**src/rtl/mouse_packet_decoder_if.sv**
```systemverilog
// Byte-stream input and per-frame displacement/button outputs of the
// PS/2 mouse packet decoder.
interface mouse_packet_decoder_if;
  logic [7:0] byte_in;
  logic       byte_valid;
  logic       frame_tick;
  logic [7:0] X_displ;
  logic [7:0] Y_displ;
  logic       Left;
  logic       Right;
  logic       Middle;
  logic       pkt_err;

  modport master (
    output byte_in, byte_valid, frame_tick,
    input  X_displ, Y_displ, Left, Right, Middle, pkt_err
  );

  modport slave (
    input  byte_in, byte_valid, frame_tick,
    output X_displ, Y_displ, Left, Right, Middle, pkt_err
  );
endinterface

```
**src/rtl/mouse_packet_decoder.sv**
```systemverilog
// Assembles 3-byte PS/2 mouse packets and reports one saturated signed
// X/Y displacement pair per frame, Y inverted so positive is down.
module mouse_packet_decoder #(
  parameter int SYNC_TIMEOUT = 100000,
  parameter int ACC_W        = 12
) (
  input  logic                  Clk,
  input  logic                  Reset_n,
  mouse_packet_decoder_if.slave bus
);

  localparam logic [1:0] WAIT_B0 = 2'd0;
  localparam logic [1:0] WAIT_B1 = 2'd1;
  localparam logic [1:0] WAIT_B2 = 2'd2;

  localparam int TMO_W     = (SYNC_TIMEOUT > 2) ? $clog2(SYNC_TIMEOUT) : 1;
  localparam int EXT_W     = ACC_W + 2;
  localparam int ACC_MAX_I = (1 << (ACC_W - 1)) - 1;

  localparam logic signed [EXT_W-1:0] SAT_HI = EXT_W'(ACC_MAX_I);
  localparam logic signed [EXT_W-1:0] SAT_LO = -SAT_HI;
  localparam logic signed [ACC_W-1:0] OUT_HI = ACC_W'(127);
  localparam logic signed [ACC_W-1:0] OUT_LO = -OUT_HI;

  function automatic logic signed [ACC_W-1:0] sat_acc(input logic signed [EXT_W-1:0] v);
    logic signed [ACC_W-1:0] r;
    if (v > SAT_HI) begin
      r = SAT_HI[ACC_W-1:0];
    end else if (v < SAT_LO) begin
      r = SAT_LO[ACC_W-1:0];
    end else begin
      r = v[ACC_W-1:0];
    end
    return r;
  endfunction

  // -128 is never produced so downstream negation stays symmetric.
  function automatic logic [7:0] clamp_out(input logic signed [ACC_W-1:0] a);
    logic [7:0] r;
    if (a > OUT_HI) begin
      r = 8'h7F;
    end else if (a < OUT_LO) begin
      r = 8'h81;
    end else begin
      r = a[7:0];
    end
    return r;
  endfunction

  function automatic logic signed [8:0] motion(input logic ovf, input logic sgn,
                                               input logic [7:0] mag);
    logic signed [8:0] r;
    if (ovf) begin
      r = sgn ? 9'h100 : 9'h0FF;
    end else begin
      r = {sgn, mag};
    end
    return r;
  endfunction

  logic [1:0]              state_r, state_s;
  logic [7:0]              b0_r, b1_r;
  logic [TMO_W-1:0]        tmo_cnt_r;
  logic signed [ACC_W-1:0] acc_x_r, acc_y_r, acc_x_s, acc_y_s;
  logic [7:0]              x_displ_r, y_displ_r;
  logic                    left_r, right_r, middle_r, pkt_err_r;
  logic                    in_pkt_s, expire_s, sync_err_s, complete_s;
  logic signed [8:0]       dx_s, dy_s;
  logic signed [EXT_W-1:0] base_x_s, base_y_s, sum_x_s, sum_y_s;

  // Packet-level event decode
  always_comb begin
    in_pkt_s   = (state_r == WAIT_B1) || (state_r == WAIT_B2);
    expire_s   = in_pkt_s && !bus.byte_valid && (tmo_cnt_r == TMO_W'(SYNC_TIMEOUT - 1));
    sync_err_s = (state_r == WAIT_B0) && bus.byte_valid && !bus.byte_in[3];
    complete_s = (state_r == WAIT_B2) && bus.byte_valid;
  end

  // Next-state logic; an arriving byte always beats timeout expiry
  always_comb begin
    state_s = state_r;
    case (state_r)
      WAIT_B0: begin
        if (bus.byte_valid && bus.byte_in[3]) begin
          state_s = WAIT_B1;
        end else begin
          state_s = WAIT_B0;
        end
      end
      WAIT_B1: begin
        if (bus.byte_valid) begin
          state_s = WAIT_B2;
        end else if (expire_s) begin
          state_s = WAIT_B0;
        end else begin
          state_s = WAIT_B1;
        end
      end
      WAIT_B2: begin
        if (bus.byte_valid || expire_s) begin
          state_s = WAIT_B0;
        end else begin
          state_s = WAIT_B2;
        end
      end
      default: state_s = WAIT_B0;
    endcase
  end

  // A tick clears the base first, so a coincident packet lands in the new frame
  always_comb begin
    dx_s     = motion(b0_r[6], b0_r[4], b1_r);
    dy_s     = motion(b0_r[7], b0_r[5], bus.byte_in);
    if (bus.frame_tick) begin
      base_x_s = '0;
      base_y_s = '0;
    end else begin
      base_x_s = EXT_W'(acc_x_r);
      base_y_s = EXT_W'(acc_y_r);
    end
    sum_x_s  = base_x_s + EXT_W'(dx_s);
    sum_y_s  = base_y_s - EXT_W'(dy_s);
    if (complete_s) begin
      acc_x_s = sat_acc(sum_x_s);
      acc_y_s = sat_acc(sum_y_s);
    end else begin
      acc_x_s = base_x_s[ACC_W-1:0];
      acc_y_s = base_y_s[ACC_W-1:0];
    end
  end

  // Packet assembly state, captured header bytes and inter-byte timeout
  always_ff @(posedge Clk or negedge Reset_n) begin
    if (!Reset_n) begin
      state_r   <= WAIT_B0;
      b0_r      <= 8'h00;
      b1_r      <= 8'h00;
      tmo_cnt_r <= '0;
    end else begin
      state_r <= state_s;
      if ((state_r == WAIT_B0) && bus.byte_valid && bus.byte_in[3]) begin
        b0_r <= bus.byte_in;
      end
      if ((state_r == WAIT_B1) && bus.byte_valid) begin
        b1_r <= bus.byte_in;
      end
      if (bus.byte_valid || !in_pkt_s || expire_s) begin
        tmo_cnt_r <= '0;
      end else begin
        tmo_cnt_r <= tmo_cnt_r + TMO_W'(1);
      end
    end
  end

  // Motion accumulators
  always_ff @(posedge Clk or negedge Reset_n) begin
    if (!Reset_n) begin
      acc_x_r <= '0;
      acc_y_r <= '0;
    end else begin
      acc_x_r <= acc_x_s;
      acc_y_r <= acc_y_s;
    end
  end

  // Registered outputs: displacement per frame, buttons per packet, error pulse
  always_ff @(posedge Clk or negedge Reset_n) begin
    if (!Reset_n) begin
      x_displ_r <= 8'h00;
      y_displ_r <= 8'h00;
      left_r    <= 1'b0;
      right_r   <= 1'b0;
      middle_r  <= 1'b0;
      pkt_err_r <= 1'b0;
    end else begin
      if (bus.frame_tick) begin
        x_displ_r <= clamp_out(acc_x_r);
        y_displ_r <= clamp_out(acc_y_r);
      end
      if (complete_s) begin
        left_r   <= b0_r[0];
        right_r  <= b0_r[1];
        middle_r <= b0_r[2];
      end
      pkt_err_r <= sync_err_s || expire_s;
    end
  end

  assign bus.X_displ = x_displ_r;
  assign bus.Y_displ = y_displ_r;
  assign bus.Left    = left_r;
  assign bus.Right   = right_r;
  assign bus.Middle  = middle_r;
  assign bus.pkt_err = pkt_err_r;

endmodule

```
**src/flat_wrapper.sv**
```systemverilog
// flat-port wrapper written by rule: the top's interface ports become plain ports
module mouse_packet_decoder_flat 
#(
  parameter int SYNC_TIMEOUT = 100000,
  parameter int ACC_W        = 12
)
  (Clk, Reset_n, bus_byte_in, bus_byte_valid, bus_frame_tick, bus_X_displ, bus_Y_displ, bus_Left, bus_Right, bus_Middle, bus_pkt_err);
  mouse_packet_decoder_if bus_i ();
  input  logic Clk;
  input  logic Reset_n;
  input wire logic [$bits(bus_i.byte_in)-1:0] bus_byte_in;
  input wire logic [$bits(bus_i.byte_valid)-1:0] bus_byte_valid;
  input wire logic [$bits(bus_i.frame_tick)-1:0] bus_frame_tick;
  output wire logic [$bits(bus_i.X_displ)-1:0] bus_X_displ;
  output wire logic [$bits(bus_i.Y_displ)-1:0] bus_Y_displ;
  output wire logic [$bits(bus_i.Left)-1:0] bus_Left;
  output wire logic [$bits(bus_i.Right)-1:0] bus_Right;
  output wire logic [$bits(bus_i.Middle)-1:0] bus_Middle;
  output wire logic [$bits(bus_i.pkt_err)-1:0] bus_pkt_err;
  assign bus_i.byte_in = bus_byte_in;
  assign bus_i.byte_valid = bus_byte_valid;
  assign bus_i.frame_tick = bus_frame_tick;
  assign bus_X_displ = bus_i.X_displ;
  assign bus_Y_displ = bus_i.Y_displ;
  assign bus_Left = bus_i.Left;
  assign bus_Right = bus_i.Right;
  assign bus_Middle = bus_i.Middle;
  assign bus_pkt_err = bus_i.pkt_err;
  mouse_packet_decoder #(.SYNC_TIMEOUT(SYNC_TIMEOUT), .ACC_W(ACC_W)) u_core (.Clk(Clk), .Reset_n(Reset_n), .bus(bus_i));
endmodule
```
**config.mk**
```make
export PLATFORM = sky130hd
export DESIGN_NAME = mouse_packet_decoder_flat
export DESIGN_NICKNAME = d
export VERILOG_FILES = /design/src/rtl/mouse_packet_decoder_if.sv /design/src/rtl/mouse_packet_decoder.sv /design/src/flat_wrapper.sv
export SDC_FILE = /design/constraint.sdc
export NUM_CORES = 1
export LEC_CHECK = 0
export BUFFER_PORTS_ARGS = -buffer_cell sky130_fd_sc_hd__buf_2
export CORE_ASPECT_RATIO = 0.7
export CORE_MARGIN = 2
export CORE_UTILIZATION = 55
export DETAILED_ROUTE_END_ITERATION = 8
export PLACE_DENSITY = 0.84
export SYNTH_ARGS = -nofsm -noshare
export SYNTH_HDL_FRONTEND = slang
export SYNTH_SLANG_ARGS = --single-unit
export TNS_END_PERCENT = 5
```
**constraint.sdc**
```tcl
create_clock -name Clk -period 10.1 [get_ports Clk]
set_clock_uncertainty 0.15 [all_clocks]
set_input_delay 0 -clock Clk [delete_from_list [all_inputs] [get_ports Clk]]
set_output_delay 0 -clock Clk [all_outputs]
set_load 0.1 [all_outputs]
```
==> key figures <==
Power
  • Pwr/cell area: 303.7 mW/mm2
  • VDD IR max: 0.2012 mV
  • Pleak: 2.547 nW

Timing
  • Worst rel slew slack: 0.3602
  • Minimum clock period: 4502 ps
  • RSZ-0062 raised after global routing: false
  • Post-route setup TNS: 0 ps
  • Setup WS post-layout: 5598 ps
  • Endpoints failing hold: 0
  • F_max: 0.2221 GHz
  • Worst-Margin Slew: 959.7 ps
  • Max Slew Vio Count: 0
  • Fin crit share: 0.4457
  • Final number of setup-violating endpoints: 0

Clocking
  • CTS Buffer Depth: 2
  • Post-cts sizing count: 0
  • Clock Pin Slew Worst Setup and Hold Paths: 60 ps
  • CTS Sinks: 78
  • CTS buffer count: 9
  • Root buffer cell: clkbuf_16
  • CTS tree: done
  • Worst-skew pair later-pin latency: 340 ps
  • H-tree depth: 3

Worst hold path
  • Hold Path Class: in2reg
  • Hold Startpoint: bus_frame_tick

Drt
  • Vias per cell: 5.922
  • DR pass1 iterations: 5
  • Wire per inst: 16.34 um
  • DRC Markers: 0
  • Final wirelength: 10,950 um
  • Initial DRC count: 331
  • DR vias: 3,968
  • DRT antenna net count: 0

Finish
  • Sequential cell area: 0.001952 mm2
  • Leading cell type in the layout, fill and taps excluded: dfrtp_1
  • Non-Filler Instances: 670
  • Finished Core Util: 0.6408
  • Share of cells above drive strength 1: 0.1364
  • # nets final: 590
  • ANT cells: 0
  • Layout filler cell count: 703
  • Multi-input gate area: 0.002659 mm2
  • Syn-to-layout area delta: 13.22%
  • Commonest non-fill, non-tap cells in the layout: dfrtp_1 (78), nor2_1 (42), nand2_1 (34)

Floorplan
  • Row cnt: 28
  • Die Height: 82.15 um
  • CORE AREA: 0.008478 mm2
  • Initial Utilization: 0.5660
  • Top-level I/O count: 32
  • Horiz. Die Dim: 115.6 um
  • Die area: 0.009499 mm2

Place
  • Gp weighted congestion: 0.9931
  • Pre-CTS WS: 5669 ps
  • Port Buffer Count: 31
  • Post-DP HPWL: 8019 um
  • Placed cell count: 646

Setup path
  • RR Startpoint: u_core.b0_r[7]
  • Crit path launch: u_core.b0_r[7]
  • CP Max Fanout: 10
  • CP required: 10,170 ps
  • WS Path Type: reg2reg
  • Critical Path Sink Type: flop
  • Crit path DAT: 4570 ps
  • Crit path launch type: flop

Global routing
  • Initial antenna violation count: 0
  • Gr ovfl total: 0
  • Total GRT Usage: 0.2487
  • Vias in the first global route: 3,722
  • First-pass GRT wire length: 18,260 um
  • Pin count of the biggest net entering global routing: 79

Logic synthesis
  • Largest area contributor in the netlist: dfrtp_1
  • Ys async rst share: 1.000
  • FF+latch count, synth: 78
  • Synthesized area: 0.004798 mm2
  • Seq/Total Area, Yosys: 0.4068
  • Cells after Synth: 511
  • Synthesized Nets: 554
  • Post-synth EDFFs: 0
  • Yosys top cell area share: 0.4068
  • Synth cell types: 54
  • YS warnings: 0
  • Ranking of synthesized cells by area: dfrtp_1 (41%), ha_1 (7.6%), mux2_2 (4.9%)
  • Synth Flop Type: dfrtp_1
  • Syn_area_per_cell: 9.390 um2

Job
  • Max-cap check violation count: 0

Status
  • Status: finished, final reports clean
==> per-stage QoR <==
stage                     hold WS (ps)  total power, mW  instance area (um2)
after floorplan                 -445.6            1.144                 4798
after global placement           45.03            1.291                 5050
after detailed placement         55.63            1.325                 5050
after CTS                        142.2            1.640                 5433
after global routing             198.0            1.752                 5433
final                            153.8            1.650                 5433
==> worst max-delay path, cell delays in order (launching register included) <==
cell      delay, ps
dfrtp_1         400
inv_1           130
nor2_1          320
a21o_1          150
ha_1            160
inv_1            50
fa_1            400
a21o_1          220
a221oi_2        320
xnor2_1         150
or4_1           510
or3_1           360
o41ai_2         420
a21oi_2         220
a221o_1         410
==> state kept, by name (all words and copies together), names as in the netlist, 2 cells and up <==
register            flops
u_core.tmo_cnt_r       17
u_core.acc_x_r         12
u_core.acc_y_r         12
u_core.b1_r             8
u_core.bus.X_displ      8
u_core.bus.Y_displ      8
u_core.b0_r             7
u_core.state_r          2
==> cells by family after synthesis <==
group	share of synthesized area
adders and majority gates	0.08396
DFF	0.4068
buffers and inverters	0.03911
xor gates and xnor gates	0.05841
and+or+nand+nor	0.1823
muxes	0.04928
AOI/OAI and AO/OA	0.1802
==> final cells by class <==
class | instances | area share
Clock buffer | 12 | 0.04906
Sequential cell | 78 | 0.3593
Multi-Input combinational cell | 383 | 0.4894
Clock inverter | 2 | 0.002994
Inverter | 33 | 0.02280
Tap cell | 120 | 0.02764
Timing Repair Buffer | 42 | 0.04883
==> report_power, final <==
part | internal, mW | leakage [nW] | switching, mW
Sequential | 0.397 | 1.03 | 0.0661
Combinational | 0.286 | 1.38 | 0.596
Clock | 0.184 | 0.137 | 0.121
Total | 0.867 | 2.55 | 0.783
==> final timing paths <==
kind	endpoint	slack, ps	cells after the start
min in group asynchronous	u_core.bus.Y_displ[6]	190	2
max	u_core.acc_y_r[9]	5600	14
min reg2reg	u_core.tmo_cnt_r[0]	340	1
max reg2reg	u_core.acc_y_r[9]	5600	14
min	u_core.bus.Y_displ[4]	150	2
max in group asynchronous	u_core.b1_r[2]	8950	2
==> Yosys cell counts, types with 8 or more instances <==
master and count:
a21oi_1 30, a221o_1 9, a22oi_1 10, clkbuf_1 15, dfrtp_1 78, ha_1 29
inv_1 32, mux2_2 21, nand2_1 34, nand2b_1 8, nand3_1 11, nor2_1 42
nor2b_1 29, o211ai_1 8, o21ai_0 15, o21ai_1 16, xnor2_1 15, xor2_1 17
==> per-layer routing <==
metal / track usage / part of all wire / routed length [um] / up-vias
li1: - / - / - / 1904
met3: 0.04745 / 0.072 / 787 / 19
met4: 0.08095 / 0.016 / 171 / 0
met1: 0.3764 / 0.50 / 5530 / 1876
met2: 0.3591 / 0.41 / 4462 / 169
met5: 0 / 0 / 0 / -
==> repair_timing <==
item / CTS / global route
hold buffers: 10 / 0
setup buffers: 0 / 0
endpoints found under the hold margin: 98 / 0
No activity file was read; power rests on OpenSTA's default activity.
